## config.mk

```make
export PLATFORM = sky130hd
export DESIGN_NAME = pipelined_add_sub
export DESIGN_NICKNAME = d
export VERILOG_FILES = /design/src/rtl/pipelined_add_sub.sv
export SDC_FILE = /design/constraint.sdc
export NUM_CORES = 1
export LEC_CHECK = 0
export BUFFER_PORTS_ARGS = -buffer_cell sky130_fd_sc_hd__buf_2
export CAP_MARGIN = 0
export CORE_UTILIZATION = 50
export CTS_CLUSTER_DIAMETER = 40
export DETAILED_ROUTE_END_ITERATION = 10
export GPL_TIMING_DRIVEN = 0
export HOLD_SLACK_MARGIN = 0.06
export MAX_ROUTING_LAYER = met4
export PLACE_DENSITY = 0.77
export RECOVER_POWER = 50
export SYNTH_ARGS = -nofsm -noshare
export SYNTH_HDL_FRONTEND = slang
export SYNTH_SLANG_ARGS = --single-unit
```

## constraint.sdc

```tcl
create_clock -name clk -period 2.9 [get_ports clk]
set_input_delay 0.29 -clock clk [delete_from_list [all_inputs] [get_ports clk]]
set_output_delay 0.29 -clock clk [all_outputs]
set_load 0.02 [all_outputs]
```

## src/rtl/pipelined_add_sub.sv

```systemverilog
// Pipelined two's-complement adder/subtractor with valid/ready handshake and carry/overflow/zero flags.
// Optional clamp-on-overflow output enabled by defining SATURATE_EN.
module pipelined_add_sub #(
  parameter int WIDTH  = 32,
  parameter int STAGES = 2
) (
  input  logic             clk,
  input  logic             rst_n,
  input  logic             in_valid,
  output logic             in_ready,
  input  logic [WIDTH-1:0] A,
  input  logic [WIDTH-1:0] B,
  input  logic             Cin,
  input  logic             sub,
  output logic             out_valid,
  input  logic             out_ready,
  output logic [WIDTH-1:0] S,
  output logic             Cout,
  output logic             V,
  output logic             Z
);

  localparam int SW  = WIDTH / STAGES;
  localparam int MSB = WIDTH - 1;

  logic advance;

  // Operands, partial result, carry and valid presented to each stage
  logic [WIDTH-1:0] ops_a  [STAGES];
  logic [WIDTH-1:0] ops_bx [STAGES];
  logic [WIDTH-1:0] ops_s  [STAGES];
  logic             ops_c  [STAGES];
  logic             ops_v  [STAGES];

  assign advance  = ~out_valid | out_ready;
  assign in_ready = advance;

  assign ops_a[0]  = A;
  assign ops_bx[0] = sub ? ~B : B;
  assign ops_s[0]  = '0;
  assign ops_c[0]  = Cin;
  assign ops_v[0]  = in_valid;

  for (genvar k = 0; k < STAGES; k++) begin : g_stage
    logic [SW:0]      slice_sum;
    logic [WIDTH-1:0] s_nxt;
    logic             unused_slice;

    assign slice_sum = {1'b0, ops_a[k][k*SW +: SW]} + {1'b0, ops_bx[k][k*SW +: SW]}
                     + {{SW{1'b0}}, ops_c[k]};

    always_comb begin
      s_nxt               = ops_s[k];
      s_nxt[k*SW +: SW]   = slice_sum[SW-1:0];
    end

    assign unused_slice = ^ops_s[k][k*SW +: SW];

    if (k > 0) begin : g_lo
      logic unused_lo;
      assign unused_lo = ^{ops_a[k][k*SW-1:0], ops_bx[k][k*SW-1:0]};
    end

    if (k < STAGES - 1) begin : g_mid
      logic [WIDTH-1:0] a_q;
      logic [WIDTH-1:0] bx_q;
      logic [WIDTH-1:0] s_q;
      logic             c_q;
      logic             v_q;

      // Every stage shifts together on advance; a stall freezes the whole pipe
      always_ff @(posedge clk or negedge rst_n) begin
        if (!rst_n) begin
          a_q  <= '0;
          bx_q <= '0;
          s_q  <= '0;
          c_q  <= 1'b0;
          v_q  <= 1'b0;
        end else if (advance) begin
          a_q  <= ops_a[k];
          bx_q <= ops_bx[k];
          s_q  <= s_nxt;
          c_q  <= slice_sum[SW];
          v_q  <= ops_v[k];
        end
      end

      assign ops_a[k+1]  = a_q;
      assign ops_bx[k+1] = bx_q;
      assign ops_s[k+1]  = s_nxt_hold(s_q);
      assign ops_c[k+1]  = c_q;
      assign ops_v[k+1]  = v_q;
    end else begin : g_last
      logic             ovf;
      logic [WIDTH-1:0] s_fin;

      assign ovf = (ops_a[k][MSB] == ops_bx[k][MSB]) & (s_nxt[MSB] != ops_a[k][MSB]);

`ifdef SATURATE_EN
      always_comb begin
        s_fin = s_nxt;
        if (ovf) begin
          s_fin = ops_a[k][MSB] ? {1'b1, {MSB{1'b0}}} : {1'b0, {MSB{1'b1}}};
        end
      end
`else
      assign s_fin = s_nxt;
`endif

      // Final stage doubles as the output register, so flags are computed before capture
      always_ff @(posedge clk or negedge rst_n) begin
        if (!rst_n) begin
          out_valid <= 1'b0;
          S         <= '0;
          Cout      <= 1'b0;
          V         <= 1'b0;
          Z         <= 1'b0;
        end else if (advance) begin
          out_valid <= ops_v[k];
          S         <= s_fin;
          Cout      <= slice_sum[SW];
          V         <= ovf;
          Z         <= (s_fin == '0);
        end
      end
    end
  end

  function automatic logic [WIDTH-1:0] s_nxt_hold(input logic [WIDTH-1:0] s);
    return s;
  endfunction

endmodule

```

==> reports/qor.yml, run 1 <==
floorplan:
  core_area_um2: 9684
  dieArea_um2: 10340
  rows: 36
  start_util_pct: 51.29
  io_pins: 107
  die_x_um: 101.7
  die_height_um: 101.7
final_layout:
  antennaDiodeCount: 0
  nets: 779
  ff_latch_area_um2: 2152
  final_util_pct: 62.61
  n_fill_cell: 845
  finalInstanceArea_um2: 6063
  multi_input_area_um2: 2811
  area_growth_pct: 22.07
  drive_gt1_share_pct: 21.62
yosys:
  synth_top_family_by_area: "simple AND/OR/NAND/NOR gates"
  synthSimpleGateAreaFrac_pct: 19.42
  synth_area_um2: 4967
  synth.ff_latch_count: 86
  synthCells: 547
  yosysUniqueCellTypes: 56
  synth_xor_area_share_pct: 9.521
  yosys.area_share.adder_pct: 9.169
  ys_seq_area_share_pct: 43.32
  synth.avg_cell_area_um2: 9.081
  synthMuxAreaShare_pct: 0.5290
  syn_nets: 651
  yosysWarningCount: 0
  synth-compound-area-share_pct: 15.39
clock_tree:
  cts_root_buf: "clkbuf_8"
  htree_levels: 3
  clock_path_buffers: 2
  cts_tree: "built"
  clock_latency_ns: 0.37
  clk_pin_slew_worst_paths_ns: 0.09
  cts_buffers: 9
  cts.sinks: 86
setup_path:
  arrival_ns: 3.27
  crit_fanout: 3
  worstSetupPathType: "reg -> reg"
  critPathMostFrequentCell: "fa_2"
  cp_cell_sequence: "fa_2 > fa_2 > a21oi_4 > o21bai_4 > xnor2_2 > or4_4 > nor4b_4 > nand4_1 > o31ai_2"
  critPathMaxStageDelay_ns: 0.50
  crit_slowest_cell: "or4_4"
  startpoint_type: "flop"
  cp_top_family: "simple AND/OR/NAND/NOR gates"
  cp.required_ns: 3.19
  path_buf_inv: 0
  end_kind: "flop"
route:
  initialDrtViolationCount: 256
  dr.pass1.iters: 5
  drc_errors: 0
  via_count: 4444
  wl_per_cell_um: 16.16
  ant_nets: 0
  vias_per_cell: 5.466
  routed_wl_um: 13140
global_routing:
  first_global_vias: 4212
  grt_use_total_pct: 27.37
  antenna_found_initial: 0
  grt_start_max_net_pins: 45
  overflow: 0
  grt_pass1_wl_um: 20630
sta:
  finalSetupTns_ns: -0.1418
  fmax_mhz: 335.6
  slew_violations: 0
  relSlewSlack_pct: 26.72
  fin_crit_ns: 2.980
  fin_crit_sh_pct: 102.7
  fin_ws_ns: -0.07968
  hold_viol: 0
  grt_setup_unrepaired: "yes"
  setup_viol: 2
  hold_slack_ns: 0.1073
  worst_pin_slew_ns: 1.099
  fin_skew_ns: 0.01365
power_and_ir_drop:
  vdd_ir_drop_max_mv: 0.4078
  leakage_nw: 2.874
  total_power_mw: 4.686
  power.density_nw_per_um2: 772.9
place:
  io_buffer_count: 105
  placed_cell_area_um2: 5690
  routabilityCongestion: 0.9298
  dp_hpwl_um: 9651
status:
  violations: "negative setup slack"
  status: "complete, but fails checks"
job:
  maxCapViolations: 0
hold_path:
  hold_path.class: "in -> reg"
[flip-flops by register name, indices dropped and copies added (netlist names)]
| register | count |
|---|---|
| Z | 1 |
| g_stage.g_mid.a_q | 16 |
| g_stage.g_mid.s_q | 16 |
| out_valid | 1 |
| g_stage.g_mid.v_q | 1 |
| g_stage.g_mid.c_q | 1 |
| g_stage.g_mid.bx_q | 16 |
| Cout | 1 |
| S | 32 |
| V | 1 |
[synthesized netlist by cell type (all sizes together)]
cell | count | share of area [%]
nand4b | 2 | 0.35
a211oi | 9 | 1.5
xnor2 | 33 | 5.8
nand4 | 4 | 0.50
dfrtp | 86 | 43
nor4b | 3 | 0.53
nor3b | 3 | 0.45
a2111oi | 3 | 0.78
o2111ai | 2 | 0.48
ha | 30 | 7.6
or4b | 1 | 0.20
nor2 | 20 | 1.5
a41oi | 1 | 0.18
clkinv | 1 | 0.075
nor3 | 6 | 0.60
or4 | 1 | 0.15
o211ai | 3 | 0.45
nand3b | 1 | 0.15
and3 | 2 | 0.25
o31ai | 5 | 1.1
nor2b | 2 | 0.25
mux2 | 2 | 0.53
o21ba | 1 | 0.20
nand2 | 158 | 12
o21a | 4 | 0.60
buf | 7 | 0.53
o21ai | 39 | 4.2
xor2 | 21 | 3.7
o21bai | 5 | 0.83
fa | 4 | 1.6
inv | 10 | 0.76
clkbuf | 17 | 1.3
nor4 | 5 | 0.63
a21oi | 30 | 3.1
a31oi | 2 | 0.55
o311a | 1 | 0.20
a21o | 6 | 0.91
nand3 | 4 | 0.40
a22o | 2 | 0.35
or2 | 2 | 0.25
or3 | 4 | 0.60
nand2b | 5 | 0.63
[layout make-up]
class / count / share of cell area, %
multi-input cells: 426 / 46.37
clock inverters: 7 / 1.176
well taps: 133 / 2.745
inverters: 11 / 0.6810
clock buffers: 9 / 2.043
repair buffers: 117 / 9.823
flip-flops and latches: 86 / 35.49
plain buffers: 24 / 1.671
[logic make-up after synthesis]
family | Yosys count
AO/OA/AOI/OAI | 113
XOR/XNOR | 54
adder cells (fa/ha/maj) | 34
buffers and inverters | 35
flip-flops | 86
multiplexers | 2
AND/OR/NAND/NOR | 223
[metal layers]
layer	up-vias	wire [µm]	GRT usage [%]
met5	-	0	-
met1	2130	5869	36.52
met4	0	398	12.49
li1	2119	-	-
met2	162	6164	40.07
met3	33	706	5.452
[where the power goes]
group          internal [mW]  total, mW  switching, mW  leakage [nW]
registers               1.54       1.78          0.245          1.03
logic                  0.817       2.05           1.24          1.74
clock network          0.401      0.853          0.452         0.104
[worst reg2reg max path: stages (launching register included)]
cell,delay [ns]
dfrtp_1,0.43
fa_2,0.43
fa_2,0.38
a21oi_4,0.25
o21bai_4,0.09
xnor2_2,0.15
or4_4,0.50
nor4b_4,0.29
nand4_1,0.17
o31ai_2,0.21
[metrics by stage]
stage                     instances  worst slack (ns)
after floorplan                 547        -0.0007037
after global placement          785           -0.5056
after detailed placement        786           -0.4475
after CTS                       809           -0.1010
after global routing            813           -0.1769
final                           813          -0.07968
[final timing paths]
path / startpoint / end / slack (ns) / cells after the start
max reg2reg: g_stage[0].g_mid.a_q[16]$_DFFE_PN0P_ / Z$_DFFE_PN0P_ / -0.08 / 9
min in group asynchronous: rst_n / g_stage[0].g_mid.s_q[14]$_DFFE_PN0P_ / 0.65 / 2
max: g_stage[0].g_mid.a_q[16]$_DFFE_PN0P_ / Z$_DFFE_PN0P_ / -0.08 / 9
max in group asynchronous: rst_n / g_stage[0].g_mid.s_q[6]$_DFFE_PN0P_ / 0.65 / 3
min: in_valid / g_stage[0].g_mid.v_q$_DFFE_PN0P_ / 0.11 / 3
min reg2reg: S[11]$_DFFE_PN0P_ / S[11]$_DFFE_PN0P_ / 0.47 / 2
[repair_timing]
action / in CTS / in global routing
resized for setup: 12 / 12
setup endpoints to repair: 7 / 7
buffers inserted: 6 / 4
endpoints found under the hold margin: 43 / 0
pin swaps: 13 / 11
cloned: 0 / 0
hold buffers: 1 / 0
[layout by cell type (no fill, tap or decap), drive strengths merged, types with 5 or more instances in the layout]
cell type / instances
a21oi: 30
dfrtp: 86
buf: 105
clkbuf: 44
a211oi: 9
nor3: 6
nor2: 20
xor2: 21
clkinv: 5
ha: 30
nand2b: 5
inv: 12
o31ai: 5
xnor2: 33
nand2: 158
o21ai: 39
nor4: 5
a21o: 6
o21bai: 5
Note: power is estimated with default switching activity, not from simulation.
==> run 2, diff against run 1 <==
--- a/config.mk
+++ b/config.mk
@@ -15,6 +15,8 @@
 export MAX_ROUTING_LAYER = met4
 export PLACE_DENSITY = 0.77
 export RECOVER_POWER = 50
+export REMOVE_ABC_BUFFERS = 1
+export SKIP_CTS_REPAIR_TIMING = 1
 export SYNTH_ARGS = -nofsm -noshare
 export SYNTH_HDL_FRONTEND = slang
 export SYNTH_SLANG_ARGS = --single-unit
==> run 2 against run 1 <==
The run ends with max-capacitance violations, max-slew violations, negative setup slack left. Sequential cell count stayed put. Total power is 2.2% lower. Worst setup slack better by 0.032 ns.
==> reports/qor.yml, run 2 (synthesized netlist as in run 1, its figures left out) <==
status:
  status: "complete, but fails checks"
  violations: "max-capacitance violations, max-slew violations, negative setup slack"
route:
  initialDrtViolationCount: 113
  vias_per_cell: 5.272
  routed_wl_um: 10920
  dr.pass1.iters: 4
  ant_nets: 0
  wl_per_cell_um: 13.87
  drc_errors: 0
  via_count: 4149
setup_path:
  r2r_setup_slack_ns: -0.05
  critPathMaxStageDelay_ns: 0.58
  worstSetupPathType: "reg -> reg"
  path_buf_inv: 0
  crit_slowest_cell: "or4_4"
  end_kind: "flop"
  arrival_ns: 3.21
  cp_cell_sequence: "fa_2 > fa_2 > a21oi_4 > o21bai_2 > xnor2_1 > or4_4 > nor4b_4 > nand4_1 > o31ai_1"
  cp.required_ns: 3.16
  crit_fanout: 3
  cp_top_family: "simple AND/OR/NAND/NOR gates"
  startpoint_type: "flop"
  critPathMostFrequentCell: "fa_2"
global_routing:
  grt_use_met3_pct: 2.277
  grt_pass1_wl_um: 17360
  met2_usage_pct: 37.01
  first_global_vias: 3942
  busiest_layer: "met2"
  grtUsageMet1_pct: 27.72
  grt_start_max_net_pins: 56
  antenna_found_initial: 0
  overflow: 0
  grt_use_total_pct: 22.15
power_and_ir_drop:
  comb_power_share_pct: 41.6
  p_sw_share_pct: 38.67
  vdd_ir_drop_max_mv: 0.3476
  power.density_nw_per_um2: 762.0
  p_seq_share_pct: 38.3
  clkPwrFrac_pct: 20.1
  intPower_mw: 2.811
  p_sw_mw: 1.772
  leakage_nw: 2.836
clock_tree:
  cts_buffers: 9
  clk_pin_slew_worst_paths_ns: 0.08
  cts_tree: "built"
  cts_root_buf: "clkbuf_8"
  clock_latency_ns: 0.35
  cts.sinks: 86
  htree_levels: 3
  clock_path_buffers: 2
sta:
  finalSetupTns_ns: -0.07538
  fin_crit_ns: 2.947
  slew_violations: 32
  fmax_mhz: 339.3
  setup_viol: 2
  fin_crit_sh_pct: 101.6
  fin_ws_ns: -0.04747
  worst_pin_slew_ns: 1.823
  fin_skew_ns: 0.004678
  relSlewSlack_pct: -21.56
  hold_viol: 0
  grt_setup_unrepaired: "yes"
final_layout:
  antennaDiodeCount: 0
  largest_reg_flops: 32
  nets: 753
  area_growth_pct: 21.08
  max_flop_register: "S"
  drive_gt1_share_pct: 20.49
  n_fill_cell: 842
  final_common_cell: "nand2_1"
  layout_common_cells: "158 x nand2_1, 87 x buf_2, 86 x dfrtp_1"
  final_util_pct: 62.11
place:
  routabilityCongestion: 0.9294
  dp_hpwl_um: 7774
  io_buffer_count: 106
job:
  maxCapViolations: 1
floorplan:
  dieArea_um2: 10340
  die_x_um: 101.7
  rows: 36
  io_pins: 107
  core_area_um2: 9684
  start_util_pct: 51.29
  die_height_um: 101.7
hold_path:
  hold_path.class: "in -> reg"
run 2: cell types whose count changed in the layout (fill, tap and decap cells not counted), sizes merged:
cell | previous run | this run
buf | 105 | 96
bufinv | 1 | 2
clkbuf | 44 | 31
clkinv | 5 | 1
clkinvlp | 0 | 1
inv | 12 | 10
run 2: metal layers:
| metal | share of wire (%) | up-vias | wire length [µm] |
|---|---|---|---|
| met5 | 0 | - | 0 |
| met4 | 1.2 | 0 | 132 |
| met3 | 3.7 | 14 | 405 |
| met2 | 49 | 110 | 5346 |
| met1 | 46 | 1965 | 5033 |
| li1 | - | 2060 | - |
run 2: worst min-delay path: cells and delay by family:
family | cells | cell delay [ns]
buffers and inverters | 1 | 0.08
and+or+nand+nor | 2 | 0.09
run 2: path summary, 6_finish.rpt:
path | cells past startpoint | end | startpoint
worst max-delay path | 9 | Z$_DFFE_PN0P_ | g_stage[0].g_mid.c_q$_DFFE_PN0P_
worst min-delay path | 3 | g_stage[0].g_mid.a_q[20]$_DFFE_PN0P_ | A[20]
worst max register to register | 9 | Z$_DFFE_PN0P_ | g_stage[0].g_mid.c_q$_DFFE_PN0P_
worst min register to register | 2 | S[15]$_DFFE_PN0P_ | S[15]$_DFFE_PN0P_
max in group asynchronous | 2 | g_stage[0].g_mid.s_q[5]$_DFFE_PN0P_ | rst_n
min in group asynchronous | 2 | g_stage[0].g_mid.v_q$_DFFE_PN0P_ | rst_n
run 2: stage by stage:
| stage | power [mW] | worst slack [ns] | cell area [µm²] | hold slack [ns] | cells |
|---|---|---|---|---|---|
| after floorplan | 3.017 | -4.451 | 4877 | -0.005591 | 523 |
| after CTS | 4.517 | -0.4171 | 5897 | -0.1225 | 782 |
| final | 4.583 | -0.04747 | 6015 | 0.1364 | 787 |
| after detailed placement | 3.585 | -0.7723 | 5680 | 0.2597 | 766 |
| after global routing | 4.886 | -0.1407 | 6015 | 0.1261 | 787 |
| after global placement | 3.517 | -7.412 | 5574 | 0.4418 | 762 |
run 2: cell type report:
| class | count | area, µm² | share of cell area [%] |
|---|---|---|---|
| multi-input cells | 426 | 2779 | 46.20 |
| clock buffers | 13 | 148.9 | 2.476 |
| inverters | 11 | 42.54 | 0.7073 |
| flip-flops and latches | 86 | 2152 | 35.78 |
| well taps | 133 | 166.4 | 2.767 |
| repair buffers | 115 | 658.1 | 10.94 |
| clock inverters | 3 | 67.56 | 1.123 |
run 2: power groups by stage:
stage                     logic [mW]  clock network (mW)  registers, mW
after floorplan                 1.04                   0           1.98
after global placement          1.75                   0           1.76
after detailed placement        1.81                   0           1.77
after CTS                       1.83               0.940           1.75
after global routing            2.10               0.988           1.80
final                           1.91               0.920           1.76
